### src/rtl/spi_cfg_master_pkg.sv
`default_nettype none
// ============================================================================
//  Module   : spi_cfg_pkg
//  Purpose  : Shared widths, field offsets, reset defaults, FSM state type
//             and the frame packing helper for the SPI tuner-config master.
//  Contents : WORD_W / PHASE_INC_W / GAIN_W  - field widths
//             GAIN_LSB / PHASE_LSB           - bit offsets inside the frame
//             PHASE_INC_RST / GAIN_RST       - power-on tuner settings
//             state_t                        - master FSM states
//             pack_word()                    - {2'b00, gain, phase_inc}
//  Revision : 1.0 - initial release
// ============================================================================
package spi_cfg_pkg;

    localparam int WORD_W      = 32;
    localparam int PHASE_INC_W = 26;
    localparam int GAIN_W      = 4;

    localparam int GAIN_LSB    = 26;
    localparam int PHASE_LSB   = 0;

    localparam logic [PHASE_INC_W-1:0] PHASE_INC_RST = 26'h1312eb;
    localparam logic [GAIN_W-1:0]      GAIN_RST      = 4'd3;

    typedef enum logic [2:0] {
        IDLE  = 3'd0,
        SETUP = 3'd1,
        SHIFT = 3'd2,
        HOLD  = 3'd3,
        GAP   = 3'd4
    } state_t;

    // Bits [31:30] are reserved and always sent as zero.
    function automatic logic [WORD_W-1:0] pack_word(
        input logic [GAIN_W-1:0]      gain,
        input logic [PHASE_INC_W-1:0] phase_inc
    );
        logic [WORD_W-1:0] w_word;
        w_word                            = '0;
        w_word[GAIN_LSB +: GAIN_W]        = gain;
        w_word[PHASE_LSB +: PHASE_INC_W]  = phase_inc;
        return w_word;
    endfunction

endpackage
`default_nettype wire

### src/rtl/spi_cfg_master_if.sv
`default_nettype none
// ============================================================================
//  Module   : spi_cfg_master_if
//  Purpose  : Bundles the request handshake and the SPI pins of the tuner
//             configuration master.
//  Signals  : start, phase_inc, gain   - request side (into the master)
//             busy, done               - status (out of the master)
//             SCK, MOSI, CS            - SPI mode-0 pins (out of the master)
//  Modports : master - the SPI master itself
//             slave  - the controller / harness driving it
//  Revision : 1.0 - initial release
// ============================================================================
interface spi_cfg_master_if;
    import spi_cfg_pkg::*;

    logic                   start;
    logic [PHASE_INC_W-1:0] phase_inc;
    logic [GAIN_W-1:0]      gain;
    logic                   busy;
    logic                   done;
    logic                   SCK;
    logic                   MOSI;
    logic                   CS;

    modport master (
        input  start, phase_inc, gain,
        output busy, done, SCK, MOSI, CS
    );

    modport slave (
        output start, phase_inc, gain,
        input  busy, done, SCK, MOSI, CS
    );

endinterface
`default_nettype wire

### src/rtl/spi_cfg_master_sck_div.sv
`default_nettype none
// ============================================================================
//  Module   : spi_sck_div
//  Purpose  : SCK half-period tick generator. Counts CLK cycles while not
//             cleared and pulses o_tick on the last cycle of every CLK_DIV
//             cycle window; the master toggles SCK on that tick.
//  Ports    : CLK     - system clock
//             RSTb    - asynchronous active-low reset
//             i_clr   - synchronous clear, holds the count at zero
//             o_tick  - one-cycle half-period tick (never while cleared)
//  Params   : CLK_DIV - CLK cycles per SCK half-period
//  Revision : 1.0 - initial release
// ============================================================================
module spi_sck_div #(
    parameter int CLK_DIV = 4
) (
    input  wire logic CLK,
    input  wire logic RSTb,
    input  wire logic i_clr,
    output logic      o_tick
);

    localparam int                c_CNT_W = (CLK_DIV > 1) ? $clog2(CLK_DIV) : 1;
    localparam logic [c_CNT_W-1:0] c_LAST = c_CNT_W'(CLK_DIV - 1);

    logic [c_CNT_W-1:0] r_cnt;

    always_ff @(posedge CLK or negedge RSTb) begin
        if (!RSTb) begin
            r_cnt <= '0;
        end else if (i_clr || (r_cnt == c_LAST)) begin
            r_cnt <= '0;
        end else begin
            r_cnt <= r_cnt + c_CNT_W'(1);
        end
    end

    assign o_tick = !i_clr && (r_cnt == c_LAST);

endmodule
`default_nettype wire

### src/rtl/spi_cfg_master.sv
`default_nettype none
// ============================================================================
//  Module   : spi_cfg_master
//  Purpose  : SPI mode-0 master sending one 32-bit tuner configuration word
//             {2'b00, gain[3:0], phase_inc[25:0]} MSB first. Pacing leaves
//             enough CLK cycles per SCK phase for a receiver that runs its
//             inputs through 3-flop synchronisers.
//  Ports    : CLK            - system clock
//             RSTb           - asynchronous active-low reset
//             bus (master)   - start/gain/phase_inc in; busy/done/SCK/MOSI/CS
//  Params   : CLK_DIV  (>=4) - CLK cycles per SCK half-period
//             CS_SETUP (>=1) - CS fall to first SCK rise
//             CS_HOLD  (>=1) - last SCK fall to CS rise
//             CS_GAP   (>=2) - CS high cycles before busy drops
//  Option   : SPI_CFG_AUTOSEND_EN - when defined, any change of gain or
//             phase_inc against the last-sent copy triggers a frame.
//  Revision : 1.0 - initial release
// ============================================================================
module spi_cfg_master
    import spi_cfg_pkg::*;
#(
    parameter int CLK_DIV  = 4,
    parameter int CS_SETUP = 4,
    parameter int CS_HOLD  = 4,
    parameter int CS_GAP   = 4
) (
    input  wire logic         CLK,
    input  wire logic         RSTb,
    spi_cfg_master_if.master  bus
);

    // One shared counter times SETUP, HOLD and GAP; size it for the longest.
    localparam int c_TMAX_SH = (CS_SETUP > CS_HOLD) ? CS_SETUP : CS_HOLD;
    localparam int c_TMAX    = (c_TMAX_SH > CS_GAP) ? c_TMAX_SH : CS_GAP;
    localparam int c_TCNT_W  = (c_TMAX > 1) ? $clog2(c_TMAX) : 1;

    localparam logic [c_TCNT_W-1:0] c_SETUP_LAST = c_TCNT_W'(CS_SETUP - 1);
    localparam logic [c_TCNT_W-1:0] c_HOLD_LAST  = c_TCNT_W'(CS_HOLD - 1);
    localparam logic [c_TCNT_W-1:0] c_GAP_LAST   = c_TCNT_W'(CS_GAP - 1);
    localparam logic [5:0]          c_LAST_BIT   = 6'd31;

    state_t              r_state,  w_state_nxt;
    logic [WORD_W-1:0]   r_shreg,  w_shreg_nxt;
    logic [5:0]          r_bitcnt, w_bitcnt_nxt;
    logic [c_TCNT_W-1:0] r_tcnt,   w_tcnt_nxt;
    logic                r_sck,    w_sck_nxt;
    logic                r_mosi,   w_mosi_nxt;
    logic                r_cs,     w_cs_nxt;
    logic                r_busy,   w_busy_nxt;
    logic                r_done,   w_done_nxt;

    logic                w_tick;
    logic                w_div_clr;
    logic                w_req;
    logic                w_accept;
    logic [WORD_W-1:0]   w_word;

    assign w_word   = pack_word(bus.gain, bus.phase_inc);
    assign w_accept = (r_state == IDLE) && w_req;

`ifdef SPI_CFG_AUTOSEND_EN
    // Copy of what was last put on the wire; a mismatch means the tuner is
    // stale and a frame is requested. Updated only when a frame is accepted,
    // so a change made while busy is picked up once the FSM is back in IDLE.
    logic [GAIN_W-1:0]      r_last_gain;
    logic [PHASE_INC_W-1:0] r_last_phase;

    always_ff @(posedge CLK or negedge RSTb) begin
        if (!RSTb) begin
            r_last_gain  <= GAIN_RST;
            r_last_phase <= PHASE_INC_RST;
        end else if (w_accept) begin
            r_last_gain  <= bus.gain;
            r_last_phase <= bus.phase_inc;
        end
    end

    assign w_req = bus.start
                || (bus.gain      != r_last_gain)
                || (bus.phase_inc != r_last_phase);
`else
    assign w_req = bus.start;
`endif

    // The divider only runs in SHIFT, so the first tick lands exactly
    // CLK_DIV cycles after the first SCK rise.
    assign w_div_clr = (r_state != SHIFT);

    spi_sck_div #(
        .CLK_DIV (CLK_DIV)
    ) u_sck_div (
        .CLK    (CLK),
        .RSTb   (RSTb),
        .i_clr  (w_div_clr),
        .o_tick (w_tick)
    );

    always_ff @(posedge CLK or negedge RSTb) begin
        if (!RSTb) begin
            r_state  <= IDLE;
            r_shreg  <= '0;
            r_bitcnt <= '0;
            r_tcnt   <= '0;
            r_sck    <= 1'b0;
            r_mosi   <= 1'b0;
            r_cs     <= 1'b1;
            r_busy   <= 1'b0;
            r_done   <= 1'b0;
        end else begin
            r_state  <= w_state_nxt;
            r_shreg  <= w_shreg_nxt;
            r_bitcnt <= w_bitcnt_nxt;
            r_tcnt   <= w_tcnt_nxt;
            r_sck    <= w_sck_nxt;
            r_mosi   <= w_mosi_nxt;
            r_cs     <= w_cs_nxt;
            r_busy   <= w_busy_nxt;
            r_done   <= w_done_nxt;
        end
    end

    always_comb begin
        w_state_nxt  = r_state;
        w_shreg_nxt  = r_shreg;
        w_bitcnt_nxt = r_bitcnt;
        w_tcnt_nxt   = r_tcnt;
        w_sck_nxt    = r_sck;
        w_mosi_nxt   = r_mosi;
        w_cs_nxt     = r_cs;
        w_busy_nxt   = r_busy;
        w_done_nxt   = 1'b0;

        case (r_state)
            IDLE: begin
                if (w_accept) begin
                    // CS falls with the MSB already on MOSI.
                    w_state_nxt  = SETUP;
                    w_shreg_nxt  = w_word;
                    w_mosi_nxt   = w_word[WORD_W-1];
                    w_sck_nxt    = 1'b0;
                    w_cs_nxt     = 1'b0;
                    w_busy_nxt   = 1'b1;
                    w_bitcnt_nxt = '0;
                    w_tcnt_nxt   = '0;
                end
            end

            SETUP: begin
                if (r_tcnt == c_SETUP_LAST) begin
                    w_state_nxt = SHIFT;
                    w_sck_nxt   = 1'b1;
                    w_tcnt_nxt  = '0;
                end else begin
                    w_tcnt_nxt  = r_tcnt + c_TCNT_W'(1);
                end
            end

            SHIFT: begin
                if (w_tick) begin
                    if (!r_sck) begin
                        w_sck_nxt = 1'b1;
                    end else begin
                        w_sck_nxt = 1'b0;
                        if (r_bitcnt == c_LAST_BIT) begin
                            // 32nd fall: park MOSI low, bit counter stays at 31.
                            w_mosi_nxt  = 1'b0;
                            w_state_nxt = HOLD;
                            w_tcnt_nxt  = '0;
                        end else begin
                            w_shreg_nxt  = r_shreg << 1;
                            w_mosi_nxt   = r_shreg[WORD_W-2];
                            w_bitcnt_nxt = r_bitcnt + 6'd1;
                        end
                    end
                end
            end

            HOLD: begin
                if (r_tcnt == c_HOLD_LAST) begin
                    w_cs_nxt    = 1'b1;
                    w_state_nxt = GAP;
                    w_tcnt_nxt  = '0;
                end else begin
                    w_tcnt_nxt  = r_tcnt + c_TCNT_W'(1);
                end
            end

            GAP: begin
                // The receiver commits its word during this CS-high window.
                if (r_tcnt == c_GAP_LAST) begin
                    w_busy_nxt  = 1'b0;
                    w_done_nxt  = 1'b1;
                    w_state_nxt = IDLE;
                    w_tcnt_nxt  = '0;
                end else begin
                    w_tcnt_nxt  = r_tcnt + c_TCNT_W'(1);
                end
            end

            default: begin
                w_state_nxt = IDLE;
                w_cs_nxt    = 1'b1;
                w_sck_nxt   = 1'b0;
                w_mosi_nxt  = 1'b0;
                w_busy_nxt  = 1'b0;
            end
        endcase
    end

    assign bus.SCK  = r_sck;
    assign bus.MOSI = r_mosi;
    assign bus.CS   = r_cs;
    assign bus.busy = r_busy;
    assign bus.done = r_done;

endmodule
`default_nettype wire
### src/flat_wrapper.sv
// flat-port wrapper written by rule: the top's interface ports become plain ports
module spi_cfg_master_flat import spi_cfg_pkg::*;
#(
    parameter int CLK_DIV  = 4,
    parameter int CS_SETUP = 4,
    parameter int CS_HOLD  = 4,
    parameter int CS_GAP   = 4
)
  (CLK, RSTb, bus_start, bus_phase_inc, bus_gain, bus_busy, bus_done, bus_SCK, bus_MOSI, bus_CS);
  spi_cfg_master_if bus_i ();
  input  wire logic CLK;
  input  wire logic RSTb;
  input wire logic [$bits(bus_i.start)-1:0] bus_start;
  input wire logic [$bits(bus_i.phase_inc)-1:0] bus_phase_inc;
  input wire logic [$bits(bus_i.gain)-1:0] bus_gain;
  output wire logic [$bits(bus_i.busy)-1:0] bus_busy;
  output wire logic [$bits(bus_i.done)-1:0] bus_done;
  output wire logic [$bits(bus_i.SCK)-1:0] bus_SCK;
  output wire logic [$bits(bus_i.MOSI)-1:0] bus_MOSI;
  output wire logic [$bits(bus_i.CS)-1:0] bus_CS;
  assign bus_i.start = bus_start;
  assign bus_i.phase_inc = bus_phase_inc;
  assign bus_i.gain = bus_gain;
  assign bus_busy = bus_i.busy;
  assign bus_done = bus_i.done;
  assign bus_SCK = bus_i.SCK;
  assign bus_MOSI = bus_i.MOSI;
  assign bus_CS = bus_i.CS;
  spi_cfg_master #(.CLK_DIV(CLK_DIV), .CS_SETUP(CS_SETUP), .CS_HOLD(CS_HOLD), .CS_GAP(CS_GAP)) u_core (.CLK(CLK), .RSTb(RSTb), .bus(bus_i));
endmodule
### config.mk
export PLATFORM = sky130hd
export DESIGN_NAME = spi_cfg_master_flat
export DESIGN_NICKNAME = d
export VERILOG_FILES = /design/src/rtl/spi_cfg_master_pkg.sv /design/src/rtl/spi_cfg_master_if.sv /design/src/rtl/spi_cfg_master_sck_div.sv /design/src/rtl/spi_cfg_master.sv /design/src/flat_wrapper.sv
export SDC_FILE = /design/constraint.sdc
export NUM_CORES = 1
export LEC_CHECK = 0
export ABC_CLOCK_PERIOD_IN_PS = 3250
export CORE_ASPECT_RATIO = 0.9
export CORE_MARGIN = 10
export CORE_UTILIZATION = 54
export CTS_BUF_LIST = sky130_fd_sc_hd__clkbuf_4 sky130_fd_sc_hd__clkbuf_8 sky130_fd_sc_hd__clkbuf_16
export DETAILED_ROUTE_END_ITERATION = 8
export GPL_TIMING_DRIVEN = 0
export PLACE_DENSITY = 0.84
export SYNTH_ARGS = -nofsm -noshare
export SYNTH_HDL_FRONTEND = slang
export SYNTH_HIERARCHICAL = 1
export SYNTH_SLANG_ARGS = --single-unit
### constraint.sdc
create_clock -name CLK -period 3.25 [get_ports CLK]
set_input_delay 0.975 -clock CLK [delete_from_list [all_inputs] [get_ports CLK]]
set_output_delay 0.975 -clock CLK [all_outputs]
set_load 0.005 [all_outputs]
==> results.tsv, run 1 <==
metric	value	unit
status	completed	
Pre-antenna DRT Iters	4	
vias per cell	5.273	
Post-CTS Hold Fix Bufs	0	
required time of the critical path	3.43	ns
EDFF count, synth	0	
Power Density	882.9	nW/um^2
GRT Total Usage	12.78	%
Cells after Synth	255	
DRT antenna net count	0	
Pint	1.694	mW
Inst Count DP	355	
area share of the largest cell type after synthesis	48.29	%
hpwl dp	3552	um
# diodes	0	
Finished Cell Area	3070	um^2
max cap viols	0	
Slew Limit Fails	0	
# resized after CTS	0	
Synth-to-Final Area Change	23.44	%
Worst-Margin Slew	0.6439	ns
Final setup viols	0	
htree depth	2	
Ports	38	
synthesized cell area	2487	um^2
placed instance area	2950	um^2
sequential share of the synthesized area	49.35	%
Die W	91.54	um
global-route wire length before repair	8480	um
Setup WS post-layout	0.5497	ns
asr flop ratio synth	100.0	%
worst min path class	register to register	
maximum vdd ir drop	0.4639	mV
crit path capture type	register	
number of nets in the layout	336	
number of global-route vias before repair	1866	
Layout Skew	0.005394	ns
antenna violations before repair	0	
clock root buffer	clkbuf_8	
Synth area leaders	dfrtp_1 (48%), nand2_1 (14%), mux2_2 (13%)	
DIE HEIGHT	84.39	um
pre-CTS WS	0.3400	ns
IO buf count	37	
Synth warnings	6	
clk buf depth	2	
Remaining Overflow, GRT	0	
share of cells above drive strength 1	18.60	%
Comb pwr share	47.6	%
fmax	0.3703	GHz
sw frac	37.51	%
final wirelength	4909	um
critical-path maximum fanout	12	
Post-synth top flop	dfrtp_1	
CTS buffer count	5	
vias	1914	
clock edge transition at the registers on the reported setup and hold paths	0.08	ns
largest net degree at the start of global routing	29	
Core Rows	23	
P_leak	1.510	nW
WL/cell	13.52	um
Clock Power Share	16.4	%
post-CTS setup buffers	0	
biggest area consumer among synthesized cells	dfrtp_1	
Synth Register Bits	49	
final period utilization	83.09	%
die area	7725	um^2
non-filler cells, final	363	
CTS tree	yes	
clk_lat worst skew	0.29	ns
syn nets	291	
GPL Wtd Cong	0.8030	
Final Critical Period	2.700	ns
core footprint	4461	um^2
Sequential Power Share	36.0	%
Yosys cell types	43	
DRT iter0 DRCs	91	
Sw Pwr	1.017	mW
RSZ-0062 raised after global routing	no	
CP Launch Type	register	
Max-Slew Margin vs Limit	56.72	%
clk sinks	49	
Synth Area per Inst	9.754	um^2
Starting Density	55.76	%
Crit Path Category	register to register	
final routed DRC violation total	0	
crit path DAT	2.88	ns
Hold Vio Cnt, Final	0	
## power by group through the flow
stage               Combinational, mW  Sequential (mW)  Clock (mW)
floorplan                        1.01            0.947           0
global placement                 1.25            0.971           0
detailed placement               1.29            0.983           0
CTS                              1.30            0.972       0.460
global route                     1.45             1.00       0.482
finish                           1.29            0.975       0.445
## layout make-up
cell class	count	area (um^2)
clock inverters	1	30.03
repair buffers	38	385.4
inverters	3	11.26
plain buffers	12	72.57
multi-input cells	191	1176
clock buffers	7	90.09
fillers	350	1390
flip-flops and latches	49	1227
well taps	62	77.57
## sequential cells by signal, summed over array words and instances, names as in the netlist
name and flops:
u_core/r_shreg 31, u_core/bus.MOSI 1, u_core/r_bitcnt 6, u_core/bus.done 1
u_core/bus.busy 1, u_core/bus.SCK 1, u_core/u_sck_div/r_cnt 2, u_core/r_tcnt 2
u_core/bus.CS 1, u_core/r_state 3
## final timing paths
check | startpoint | to | slack [ns] | cells after the start
worst min register to register | u_core/u_sck_div/r_cnt[0] | u_core/u_sck_div/r_cnt[0] | 0.44 | 1
max in group asynchronous | RSTb | u_core/bus.CS | 2.02 | 2
worst max register to register | u_core/r_state[0] | u_core/r_shreg[24] | 0.55 | 10
min in group asynchronous | RSTb | u_core/r_shreg[2] | 0.65 | 1
worst min-delay path | u_core/u_sck_div/r_cnt[0] | u_core/u_sck_div/r_cnt[0] | 0.44 | 1
worst max-delay path | u_core/r_state[0] | u_core/r_shreg[24] | 0.55 | 10
## critical path, cell delays in order (launching register included)
cell,delay [ns]
dfrtp_1,0.36
buf_2,0.18
nor3b_4,0.31
inv_2,0.13
buf_2,0.23
nor2b_2,0.15
and3_1,0.21
o21ai_1,0.16
a21oi_2,0.31
buf_6,0.20
mux2_2,0.35
## synth_stat cells (2+ instances only)
master / n
or3_1: 2
nand3_1: 3
xnor2_1: 3
o21ai_1: 2
ha_1: 3
nor3_2: 2
buf_2: 4
clkbuf_1: 5
mux2i_1: 3
a22o_1: 5
dfrtp_1: 48
nand2b_1: 2
mux2_2: 28
nor3_1: 3
nor2b_1: 2
nand2_1: 94
o21ai_0: 4
o22a_1: 2
buf_6: 3
inv_1: 2
a21oi_1: 5
nor2_1: 8
and3_1: 2
## metal layers
| layer | GRT usage (%) | part of all wire, % |
|---|---|---|
| met5 | 0 | 0 |
| met4 | 4.694 | 1.3 |
| met3 | 2.936 | 3.7 |
| met2 | 21.43 | 49 |
| met1 | 15.64 | 46 |
## cell usage in the layout, fill, tap and decap left out, types with 2 or more instances in the layout
master           count
or3_1                2
clkdlybuf4s50_1     36
o21ai_0              4
buf_6                3
a22o_1               5
mux2_2              28
ha_1                 3
and3_1               2
nor2_1               8
mux2i_1              3
dfrtp_1             48
nand3_1              3
clkbuf_8             6
clkbuf_1             5
buf_2                5
nor2b_1              2
o21ai_1              2
o22a_1               2
nand2b_1             2
xnor2_1              3
a21oi_1              5
nor3_2               2
nand2_1             94
nor3_1               3
inv_1                2
## cells by family (layout without fill, tap and decap cells)
logic type	Yosys count	after routing	share of synthesized area (%)
XOR/XNOR	3	3	1.057
multiplexers	32	32	14.34
AND/OR/NAND/NOR	126	126	22.69
adder cells (fa/ha/maj)	3	3	1.509
AO/OA/AOI/OAI	27	27	7.697
flip-flops	49	49	49.35
buffers and inverters	15	61	3.370
## metrics by stage
stage | power, mW | setup TNS, ns | hold WS, ns | utilization (%)
after global placement | 2.226 | -7.150 | 0.4287 | 65.81
after floorplan | 1.955 | 0 | 0.4184 | -
after CTS | 2.735 | 0 | 0.4517 | 68.84
after global routing | 2.936 | 0 | 0.4707 | 68.84
after detailed placement | 2.270 | 0 | 0.4378 | 66.14
final | 2.711 | 0 | 0.4448 | 68.84
(Power assumes the default switching activity.)
==> run 2, diff against run 1 <==
--- a/config.mk
+++ b/config.mk
@@ -5,7 +5,7 @@
 export SDC_FILE = /design/constraint.sdc
 export NUM_CORES = 1
 export LEC_CHECK = 0
-export ABC_CLOCK_PERIOD_IN_PS = 3250
+export ABC_CLOCK_PERIOD_IN_PS = 2780
 export CORE_ASPECT_RATIO = 0.9
 export CORE_MARGIN = 10
 export CORE_UTILIZATION = 54
==> constraint.sdc (replaced) <==
create_clock -name CLK -period 2.78 [get_ports CLK]
set_input_delay 0.834 -clock CLK [delete_from_list [all_inputs] [get_ports CLK]]
set_output_delay 0.834 -clock CLK [all_outputs]
set_load 0.005 [all_outputs]
==> results.tsv, run 2 (same netlist as run 1, synthesis figures left out) <==
metric	value	unit
number of nets in the layout	338	
Slew Limit Fails	0	
GRT Total Usage	12.78	%
clk buf depth	2	
Final Critical Period	2.572	ns
Inst Count DP	355	
routed wl met2	2423	um
Max-Slew Margin vs Limit	56.67	%
final routed DRC violation total	0	
Sequential Power Share	35.6	%
CP Launch Type	register	
# diodes	0	
core footprint	4461	um^2
vias	1921	
number of global-route vias before repair	1866	
Final setup viols	0	
post-CTS setup buffers	0	
Final Util	69.23	%
CTS buffer count	5	
DRT iter0 DRCs	97	
crit path capture type	register	
DRT met1 WL	2267	um
DRT antenna net count	0	
Core Rows	23	
htree depth	2	
critical-path maximum fanout	19	
largest register by flop count	u_core/r_shreg	
Die W	91.54	um
crit path DAT	2.75	ns
largest net degree at the start of global routing	29	
die area	7725	um^2
Layout Skew	0.005736	ns
clk sinks	49	
IO buf count	37	
Starting Density	55.76	%
max cap viols	0	
# resized after CTS	0	
DR WL met3	168	um
non-filler cells, final	365	
RSZ-0062 raised after global routing	no	
worst min path class	register to register	
hpwl dp	3552	um
maximum vdd ir drop	0.4850	mV
most common cell after layout, fill and taps aside	nand2_1	
final period utilization	92.53	%
P_leak	1.519	nW
global-route wire length before repair	8480	um
Clock Power Share	16.2	%
commonest non-fill, non-tap cells in the layout	nand2_1 (94), dfrtp_1 (48), clkdlybuf4s50_1 (36)	
Worst-Margin Slew	0.6445	ns
clk_lat worst skew	0.29	ns
Sw Pwr	1.193	mW
DIE HEIGHT	84.39	um
CTS tree	yes	
final wirelength	4925	um
Post-CTS Hold Fix Bufs	0	
antenna violations before repair	0	
Synth-to-Final Area Change	24.14	%
Ports	38	
WL/cell	13.49	um
Pre-antenna DRT Iters	4	
Largest register FFs	31	
status	completed	
GPL Wtd Cong	0.8030	
required time of the critical path	2.96	ns
Power Density	1036	nW/um^2
Pint	2.005	mW
clock root buffer	clkbuf_8	
Comb pwr share	48.2	%
Remaining Overflow, GRT	0	
fmax	0.3888	GHz
sw frac	37.32	%
share of cells above drive strength 1	19.14	%
clock edge transition at the registers on the reported setup and hold paths	0.08	ns
Top Metal Used	met4	
vias per cell	5.263	
Largest regs	u_core/r_shreg: 31 flops, u_core/r_bitcnt: 6 flops, u_core/r_state: 3 flops	
Crit Path Category	register to register	
Hold Vio Cnt, Final	0	
-- run 2: cell count changes in the layout (fill, tap and decap cells not counted) --
cell	previous run	this run
buf_2	5	4
buf_4	0	3
-- run 2: final cells by class --
type | instances | area [um^2]
timing repair buffer | 41 | 407.9
clock inverter | 1 | 30.03
fill | 347 | 1373
sequential | 49 | 1227
buffer | 11 | 67.56
clock buffer | 7 | 90.09
multi-input combinational | 191 | 1176
tap | 62 | 77.57
inverter | 3 | 11.26
-- run 2: final timing paths --
kind                                           startpoint                   endpoint  slack, ns  cells after the start
max in group asynchronous                            RSTb              u_core/bus.CS       1.69                      2
worst max-delay path                    u_core/r_state[0]         u_core/r_shreg[24]       0.21                      9
worst min register to register  u_core/u_sck_div/r_cnt[0]  u_core/u_sck_div/r_cnt[0]       0.45                      1
worst max register to register          u_core/r_state[0]         u_core/r_shreg[24]       0.21                      9
worst min-delay path            u_core/u_sck_div/r_cnt[0]  u_core/u_sck_div/r_cnt[0]       0.45                      1
min in group asynchronous                            RSTb          u_core/r_shreg[2]       0.51                      1
-- run 2: power by group through the flow --
stage	clock network, mW	registers [mW]	logic [mW]
after floorplan	0	1.11	1.18
after global placement	0	1.14	1.47
after detailed placement	0	1.15	1.50
after CTS	0.538	1.14	1.52
after global routing	0.564	1.17	1.73
final	0.518	1.14	1.54
-- run 2: routing by layer --
metal | global-route usage [%] | vias up
li1 | - | 954
met2 | 21.43 | 30
met1 | 15.64 | 930
met4 | 4.694 | 0
met5 | 0 | -
met3 | 2.936 | 7
-- run 2: worst max-delay path, cell delays in order, from the launching register on --
cell and delay [ns]:
dfrtp_1 0.36, buf_2 0.18, nor3b_4 0.31, inv_2 0.22, nor2b_2 0.17, and3_1 0.21
o21ai_1 0.16, a21oi_2 0.30, buf_6 0.20, mux2_2 0.35
-- run 2: through the flow --
stage	hold WS [ns]	worst slack [ns]	setup TNS [ns]	total power, mW	area, um^2
after global placement	0.4287	-0.4805	-22.94	2.602	2935
after floorplan	0.4184	0.4318	0	2.285	2487
after detailed placement	0.4378	0.01097	0	2.653	2950
final	0.4503	0.2077	0	3.198	3088
after CTS	0.4517	0.06202	0	3.198	3070
after global routing	0.4707	0.01684	0	3.467	3088
